[config.mk]
export PLATFORM = sky130hd
export DESIGN_NAME = urv_dm_ahb_bridge
export DESIGN_NICKNAME = d
export VERILOG_FILES = /design/src/rtl/urv_dm_ahb_bridge.sv
export SDC_FILE = /design/constraint.sdc
export NUM_CORES = 1
export LEC_CHECK = 0
export ABC_AREA = 0
export CAP_MARGIN = 20
export CORE_UTILIZATION = 36
export DETAILED_ROUTE_END_ITERATION = 16
export HOLD_SLACK_MARGIN = 0.03
export PLACE_DENSITY = 0.77
export SYNTH_ARGS = -nofsm -noshare
export SYNTH_HDL_FRONTEND = slang
export SYNTH_SLANG_ARGS = --single-unit
[constraint.sdc]
create_clock -name clk_i -period 1.6 [get_ports clk_i]
set_input_delay 0.48 -clock clk_i [delete_from_list [all_inputs] [get_ports clk_i]]
set_output_delay 0.48 -clock clk_i [all_outputs]
set_load 0.03 [all_outputs]
[src/rtl/urv_dm_ahb_bridge.sv]
// rtl/urv_dm_ahb_bridge.sv - data-memory port to single non-pipelined AHB-Lite master transfers
module urv_dm_ahb_bridge (
  input  logic        clk_i,
  input  logic        rst_i,
  input  logic [31:0] dm_addr_i,
  input  logic [31:0] dm_data_s_i,
  input  logic [3:0]  dm_data_select_i,
  input  logic        dm_load_i,
  input  logic        dm_store_i,
  output logic        dm_ready_o,
  output logic [31:0] dm_data_l_o,
  output logic        dm_load_done_o,
  output logic        dm_store_done_o,
  output logic        dm_error_o,
  output logic [31:0] haddr_o,
  output logic [1:0]  htrans_o,
  output logic        hwrite_o,
  output logic [2:0]  hsize_o,
  output logic [2:0]  hburst_o,
  output logic [3:0]  hprot_o,
  output logic [31:0] hwdata_o,
  input  logic [31:0] hrdata_i,
  input  logic        hready_i,
  input  logic        hresp_i
);

  typedef enum logic [1:0] {S_IDLE, S_ADDR, S_DATA} state_t;

  localparam logic [1:0] HTRANS_IDLE   = 2'b00;
  localparam logic [1:0] HTRANS_NONSEQ = 2'b10;

  state_t      state_q, state_d;
  logic        accept;
  logic        bad_store;
  logic        finish;
  logic        sel_ok;
  logic [1:0]  sel_off;
  logic [2:0]  sel_size;
  logic        addr_lsb_unused;

  // Stores take their lane offset from the select, so the address low bits are not needed.
  assign addr_lsb_unused = ^dm_addr_i[1:0];

  assign hburst_o = 3'b000;
  assign hprot_o  = 4'b0011;

  // Decode the byte-lane select into an AHB size and address offset.
  always_comb begin
    sel_ok   = 1'b1;
    sel_off  = 2'b00;
    sel_size = 3'b010;
    case (dm_data_select_i)
      4'b1111: begin sel_size = 3'b010; sel_off = 2'b00; end
      4'b0011: begin sel_size = 3'b001; sel_off = 2'b00; end
      4'b1100: begin sel_size = 3'b001; sel_off = 2'b10; end
      4'b0001: begin sel_size = 3'b000; sel_off = 2'b00; end
      4'b0010: begin sel_size = 3'b000; sel_off = 2'b01; end
      4'b0100: begin sel_size = 3'b000; sel_off = 2'b10; end
      4'b1000: begin sel_size = 3'b000; sel_off = 2'b11; end
      default: sel_ok = 1'b0;
    endcase
  end

  // FSM state register.
  always_ff @(posedge clk_i or negedge rst_i) begin
    if (!rst_i) state_q <= S_IDLE;
    else        state_q <= state_d;
  end

  // Next-state and bus-phase outputs; a store with an unusable select completes without a transfer.
  always_comb begin
    state_d    = state_q;
    dm_ready_o = 1'b0;
    htrans_o   = HTRANS_IDLE;
    accept     = 1'b0;
    bad_store  = 1'b0;
    finish     = 1'b0;
    case (state_q)
      S_IDLE: begin
        dm_ready_o = 1'b1;
        if (dm_load_i || dm_store_i) begin
          if (dm_store_i && !sel_ok) begin
            bad_store = 1'b1;
          end else begin
            accept  = 1'b1;
            state_d = S_ADDR;
          end
        end
      end
      S_ADDR: begin
        htrans_o = HTRANS_NONSEQ;
        if (hready_i) state_d = S_DATA;
      end
      S_DATA: begin
        if (hready_i) begin
          finish  = 1'b1;
          state_d = S_IDLE;
        end
      end
      default: state_d = S_IDLE;
    endcase
  end

  // Capture address, control and write data at accept; held for the whole transfer.
  always_ff @(posedge clk_i or negedge rst_i) begin
    if (!rst_i) begin
      haddr_o  <= 32'h0;
      hsize_o  <= 3'b010;
      hwrite_o <= 1'b0;
      hwdata_o <= 32'h0;
    end else if (accept) begin
      hwrite_o <= dm_store_i;
      if (dm_store_i) begin
        haddr_o  <= {dm_addr_i[31:2], sel_off};
        hsize_o  <= sel_size;
        hwdata_o <= dm_data_s_i;
      end else begin
        haddr_o  <= {dm_addr_i[31:2], 2'b00};
        hsize_o  <= 3'b010;
      end
    end
  end

  // Completion pulses and load data, registered one cycle after the data phase ends.
  always_ff @(posedge clk_i or negedge rst_i) begin
    if (!rst_i) begin
      dm_load_done_o  <= 1'b0;
      dm_store_done_o <= 1'b0;
      dm_error_o      <= 1'b0;
      dm_data_l_o     <= 32'h0;
    end else begin
      dm_load_done_o  <= finish && !hwrite_o;
      dm_store_done_o <= (finish && hwrite_o) || bad_store;
      dm_error_o      <= (finish && hresp_i) || bad_store;
      if (finish && !hwrite_o) dm_data_l_o <= hresp_i ? 32'h0 : hrdata_i;
    end
  end

endmodule
==> flow_metrics.tcl, run 1 <==
set metrics [dict create \
    final_area_um2 7310 \
    synthCells 328 \
    final_cell_mix "dfrtp_1 (102), clkdlybuf4s50_1 (96), clkdlybuf4s15_1 (57), nand2_1 (38)" \
    synth_seq_cells 104 \
    grt_max_degree 49 \
    first_global_vias 3503 \
    clk_pin_slew_worst_paths_ns 0.07 \
    end_kind "register" \
    cts_num_sinks 104 \
    post_drt_wl_per_cell_um 16.0 \
    p_per_area_nw_per_um2 1990 \
    hold_path.class "reg -> reg" \
    r2r.worst_path.cells 7 \
    drt-pass1-iter-count 4 \
    initial_core_util_pct 37.0 \
    drt_iter0_drc 137 \
    power_frac_comb_pct 51.3 \
    worst_clock_skew_ns 0.00578 \
    fin_crit_sh_pct 105 \
    cts_buffer_depth 2 \
    min-delay-start "dm_data_l_o[13]" \
    p_int_w 0.00885 \
    h-tree-depth 3 \
    syn_area_um2 4220 \
    syn_area_per_cell_um2 12.9 \
    fin_util_pct 64.1 \
    p_sw_w 0.00574 \
    hold_depth 2 \
    fin_tns_setup_ns -1.23 \
    layout_commonest_cell "dfrtp_1" \
    antenna_cells 0 \
    max_freq_ghz 0.597 \
    routabilityCongestion 0.754 \
    drv_slew 0 \
    clk_latency_ns 0.34 \
    drt-total-wl_um 11500 \
    rsz0062_at_grt "true" \
    rows 39 \
    grt_usage_pct 19.0 \
    violations "negative setup slack" \
    num_vias 3361 \
    setup_viol 29 \
    ant_nets 0 \
    leakage_nw 3.35 \
    ir_worst_vdd_v 0.00107 \
    power.total_w 0.0146 \
    seqPwrFrac_pct 30.8 \
    drc_errors 0 \
    fin_crit_ns 1.67 \
    port_buffers 207 \
    dp_slack_ns -0.719 \
    drive_above_1_share_pct 30.2 \
    grt_pass1_wl_um 17400 \
    arrival_ns 1.89 \
    final_nets 678 \
    synth_cell_types 32 \
    antenna_found_initial 0 \
    synth_warnings 0 \
    cts_tree "done" \
    cts-root-buf "clkbuf_16" \
    p_sw_share_pct 39.3 \
    start_kind "input pin" \
    synth.yosys.seq_area_share_pct 61.6 \
    crit_fanout 6 \
    p_clk_share_pct 17.9 \
    fp.dieH_um 110 \
    die_w_um 110 \
    max_cap_violations 0 \
    cts_buffers 9 \
    core_um2 11400 \
    die_area_um2 12200 \
    overflow 0 \
    hold_viol 0 \
    syn2layout_area_growth_pct 73.2 \
    dp_hpwl_um 7900 \
    placed_area_um2 6660 \
    r2r-start "state_q[1]" \
    crit_required_ns 1.81 \
    layout_setup_ws_ns -0.0737 \
    nFillCells 885 \
    worstSetupPathType "in -> reg" \
    cp-startpoint "dm_data_select_i[3]" \
    ios 219 \
    outcome "finished with violations" \
    vias_per_cell 4.67 \
]
[cell usage after synthesis (all sizes together)]
cell type / n / area, um^2
o22ai: 1 / 6.26
mux2: 64 / 721
a21o: 1 / 7.51
xor2: 1 / 8.76
nand2: 40 / 150
a22o: 1 / 8.76
conb: 2 / 7.51
a31oi: 1 / 21.3
and2: 1 / 6.26
nor4b: 1 / 8.76
buf: 15 / 116
dfrtp: 103 / 2580
a21oi: 1 / 16.3
o221ai: 1 / 8.76
o21ai: 37 / 189
dfstp: 1 / 26.3
and3b: 1 / 8.76
a32oi: 1 / 8.76
inv: 4 / 15.0
clkbuf: 10 / 37.5
xnor2: 1 / 8.76
nor2b: 1 / 6.26
nand2b: 32 / 200
mux2i: 1 / 22.5
nor2: 4 / 22.5
and3: 1 / 6.26
o21bai: 1 / 7.51
[routing by layer]
| metal | routed length [um] | global-route usage, % | vias to the layer above |
|---|---|---|---|
| li1 | - | - | 1570 |
| met1 | 4670 | 22.4 | 1640 |
| met2 | 5820 | 32.7 | 133 |
| met3 | 817 | 5.06 | 18 |
| met4 | 213 | 7.52 | 0 |
| met5 | 0 | 0 | - |
[power groups by stage]
stage / Sequential, W / Combinational, W / Clock [W]
2_1_floorplan: 0.00680 / 0.00173 / 0
3_3_place_gp: 0.00449 / 0.00727 / 0
3_5_place_dp: 0.00455 / 0.00742 / 0
4_1_cts: 0.00448 / 0.00747 / 0.00266
5_1_grt: 0.00465 / 0.00790 / 0.00278
6_report: 0.00450 / 0.00748 / 0.00260
[logic make-up (layout without fill, tap and decap cells)]
kind of cell / Yosys count / in the layout / share of synthesized area, %
and+or+nand+nor: 81 / 81 / 9.69
other: 2 / 9 / 0.178
AOI/OAI and AO/OA: 45 / 45 / 6.49
DFF: 104 / 104 / 61.6
buffers and inverters: 29 / 271 / 4.00
xor gates and xnor gates: 2 / 2 / 0.415
muxes: 65 / 65 / 17.6
[timing repair]
action	4_1_cts	5_1_grt
setup buffers	19	2
hold buffers	1	0
gates resized for setup	176	99
pin swaps	6	0
gates cloned	5	0
hold endpoints to repair	11	0
setup endpoints to repair	165	141
[flip-flops by register name, summed over array words and instances, names as in the netlist]
name,count
dm_data_l_o,32
haddr_o,32
hwdata_o,32
hsize_o,2
state_q,2
dm_error_o,1
dm_load_done_o,1
dm_store_done_o,1
hwrite_o,1
[final timing paths]
| path | end | slack (ns) |
|---|---|---|
| setup / recovery | hwdata_o[24] | -0.07 |
| max in group asynchronous | dm_data_l_o[11] | 0.47 |
| hold reg to reg | dm_data_l_o[13] | 0.48 |
| min in group asynchronous | hwdata_o[5] | 0.53 |
| hold / removal | dm_data_l_o[13] | 0.48 |
| setup reg to reg | hwdata_o[24] | -0.06 |
[critical path, cell delays in order]
cell,delay (ns)
buf_8,0.11
nor2_4,0.14
mux2i_4,0.26
buf_6,0.13
a21oi_4,0.06
buf_6,0.15
buf_12,0.12
buf_12,0.13
mux2_4,0.30
[layout make-up]
type | instances | area (um^2) | share of cell area, %
timing repair buffer | 251 | 2490 | 34.1
inverter | 4 | 15.0 | 0.205
clock buffer | 12 | 267 | 3.64
clock inverter | 4 | 98.8 | 1.35
tap | 143 | 179 | 2.45
multi-input combinational | 202 | 1660 | 22.7
sequential | 104 | 2610 | 35.6
[per-stage QoR]
| step | hold slack [ns] | instances |
|---|---|---|
| 4_1_cts | 0.480 | 721 |
| 6_report | 0.479 | 720 |
| 3_5_place_dp | 0.343 | 680 |
| 3_3_place_gp | 0.344 | 680 |
| 2_1_floorplan | 0.184 | 335 |
| 5_1_grt | 0.508 | 720 |
(Power assumes the default switching activity.)
==> run 2: changes to the inputs <==
--- a/config.mk
+++ b/config.mk
@@ -8,3 +8,2 @@
 export ABC_AREA = 0
-export CAP_MARGIN = 20
 export CORE_UTILIZATION = 36
==> constraint.sdc (replaced) <==
create_clock -name clk_i -period 1.6 [get_ports clk_i]
set_input_delay 0.16 -clock clk_i [delete_from_list [all_inputs] [get_ports clk_i]]
set_output_delay 0.16 -clock clk_i [all_outputs]
set_load 0.03 [all_outputs]
==> run 2 against run 1 <==
Effect of this change: power decreased by 3.8%; critical endpoint is now haddr_o[8]; clock power decreased by 20%; critical path depth decreased by 3; register-to-register slack improved by 0.06 ns; combinational power about the same; hold slack got worse by 0.20 ns; via count decreased by 3.4%; wire length decreased by 5.9%; the flow still finishes with violations (negative setup slack); cell area decreased by 2.9%.
==> flow_metrics.tcl, run 2 (same netlist as run 1, synthesis figures left out) <==
set metrics [dict create \
    port_buffers 207 \
    multi_input_area_um2 1540 \
    syn2layout_area_growth_pct 68.2 \
    placed_area_um2 6590 \
    hold_path.class "in -> async" \
    r2r.worst_path.cells 6 \
    vias_per_cell 4.60 \
    post_drt_wl_per_cell_um 15.4 \
    start_kind "register" \
    end_kind "register" \
    drc_errors 0 \
    top_regs "dm_data_l_o (32), haddr_o (32), hwdata_o (32)" \
    grt_max_degree 57 \
    met1_length_um 4380 \
    violations "negative setup slack" \
    ios 219 \
    fp.dieH_um 110 \
    final_area_um2 7110 \
    dp_slack_ns -0.392 \
    leakage_nw 3.10 \
    fin_crit_ns 1.60 \
    nFillCells 894 \
    p_per_area_nw_per_um2 1970 \
    worstSetupPathType "reg -> reg" \
    dpl.cell_count 678 \
    highest_layer "met4" \
    overflow 0 \
    wl_met2_um 5330 \
    arrival_ns 1.83 \
    antenna_cells 0 \
    final_cells 705 \
    die_w_um 110 \
    layout_setup_ws_ns -0.00136 \
    num_vias 3246 \
    fin_util_pct 62.2 \
    dr_wl_met3_um 904 \
    final_cell_mix "clkdlybuf4s50_1 (193), dfrtp_1 (103), mux2_2 (51), nand2_1 (38), o21ai_0 (35)" \
    r2r_slack_ns -0.001 \
    fin_crit_sh_pct 100 \
    cp_slowest_stage_delay_ns 0.44 \
    crit_fanout 6 \
    hold_viol 0 \
    grt_usage_pct 16.9 \
    clk_latency_ns 0.34 \
    rsz0062_at_grt "true" \
    crit_buf_inv 2 \
    die_area_um2 12200 \
    cts_num_sinks 104 \
    layout_commonest_cell "clkdlybuf4s50_1" \
    drt-pass1-iter-count 4 \
    regToRegEndpoint "haddr_o[8]" \
    ant_nets 0 \
    drv_slew 0 \
    critPathTopFamily "flip-flops" \
    worst_clock_skew_ns 0.00389 \
    antenna_found_initial 0 \
    drt_iter0_drc 85 \
    dp_hpwl_um 7680 \
    h-tree-depth 3 \
    grt_pass1_wl_um 15400 \
    drt-total-wl_um 10800 \
    routabilityCongestion 0.688 \
    drive_above_1_share_pct 20.8 \
    cts_buffers 9 \
    outcome "finished with violations" \
    final_nets 663 \
    ir_worst_vdd_v 0.00139 \
    cts_buffer_depth 2 \
    initial_core_util_pct 37.0 \
    rows 39 \
    setup_viol 2 \
    max_cap_violations 0 \
    crit_slowest_cell "dfrtp_1" \
    cts_tree "done" \
    core_um2 11400 \
    max_freq_ghz 0.624 \
    crit_chain "nor2_4 > o21ai_2 > a31oi_4 > buf_4 > clkbuf_16 > mux2_2" \
    first_global_vias 3181 \
    r2r-start "state_q[1]" \
    clk_pin_slew_worst_paths_ns 0.07 \
    power.total_w 0.0140 \
    regArea_um2 2600 \
    cts-root-buf "clkbuf_16" \
    crit_required_ns 1.83 \
]
run 2: how the worst max path moves through the flow:
stage	slack, ns	cells past startpoint	start	endpoint
floorplan	-0.07	5	state_q[0]	haddr_o[10]
global placement	-0.35	6	dm_data_select_i[2]	haddr_o[7]
detailed placement	-0.39	6	dm_data_select_i[2]	haddr_o[6]
CTS	0.007	6	dm_data_select_i[2]	haddr_o[6]
global route	-0.05	6	state_q[1]	haddr_o[8]
finish	-0.001	6	state_q[1]	haddr_o[8]
run 2: area by class of cell:
cell class	count	share of cell area, %
Clock buffer	14	3.86
Clock inverter	2	0.176
Inverter	4	0.211
Multi-Input combinational cell	202	21.6
Sequential cell	104	36.6
Tap cell	143	2.52
Timing Repair Buffer	236	35.0
run 2: power breakdown:
group / leakage [nW] / internal [W] / switching, W
combinational: 1.67 / 0.00353 / 0.00393
sequential: 1.28 / 0.00383 / 0.000651
clock: 0.139 / 0.00118 / 0.000909
run 2: metrics by stage:
stage | setup TNS (ns) | hold slack (ns)
floorplan | -3.57 | -0.136
global placement | -21.27 | 0.103
detailed placement | -22.72 | 0.105
CTS | 0 | 0.271
global route | -0.927 | 0.304
finish | -0.00215 | 0.278
run 2: per-layer routing:
layer,track usage (%),vias to the layer above
met5,0,-
met4,8.46,0
met3,5.06,15
met2,27.9,130
met1,20.0,1553
li1,-,1548
run 2: timing repair:
action                                  4_1_cts  5_1_grt
hold buffers                                  1        0
gates resized for setup                       8       20
cloned                                        0        6
setup buffers                                 0        4
pin swaps                                     1        4
endpoints found under the setup margin       19       62
hold endpoints to repair                     25        0
run 2: worst reg2reg max path, delay by kind of cell (launching register included):
kind,cells,cell delay [ns]
multiplexers,1,0.33
AND/OR/NAND/NOR,1,0.16
flip-flops,1,0.44
buffers and inverters,2,0.30
AO/OA/AOI/OAI,2,0.26
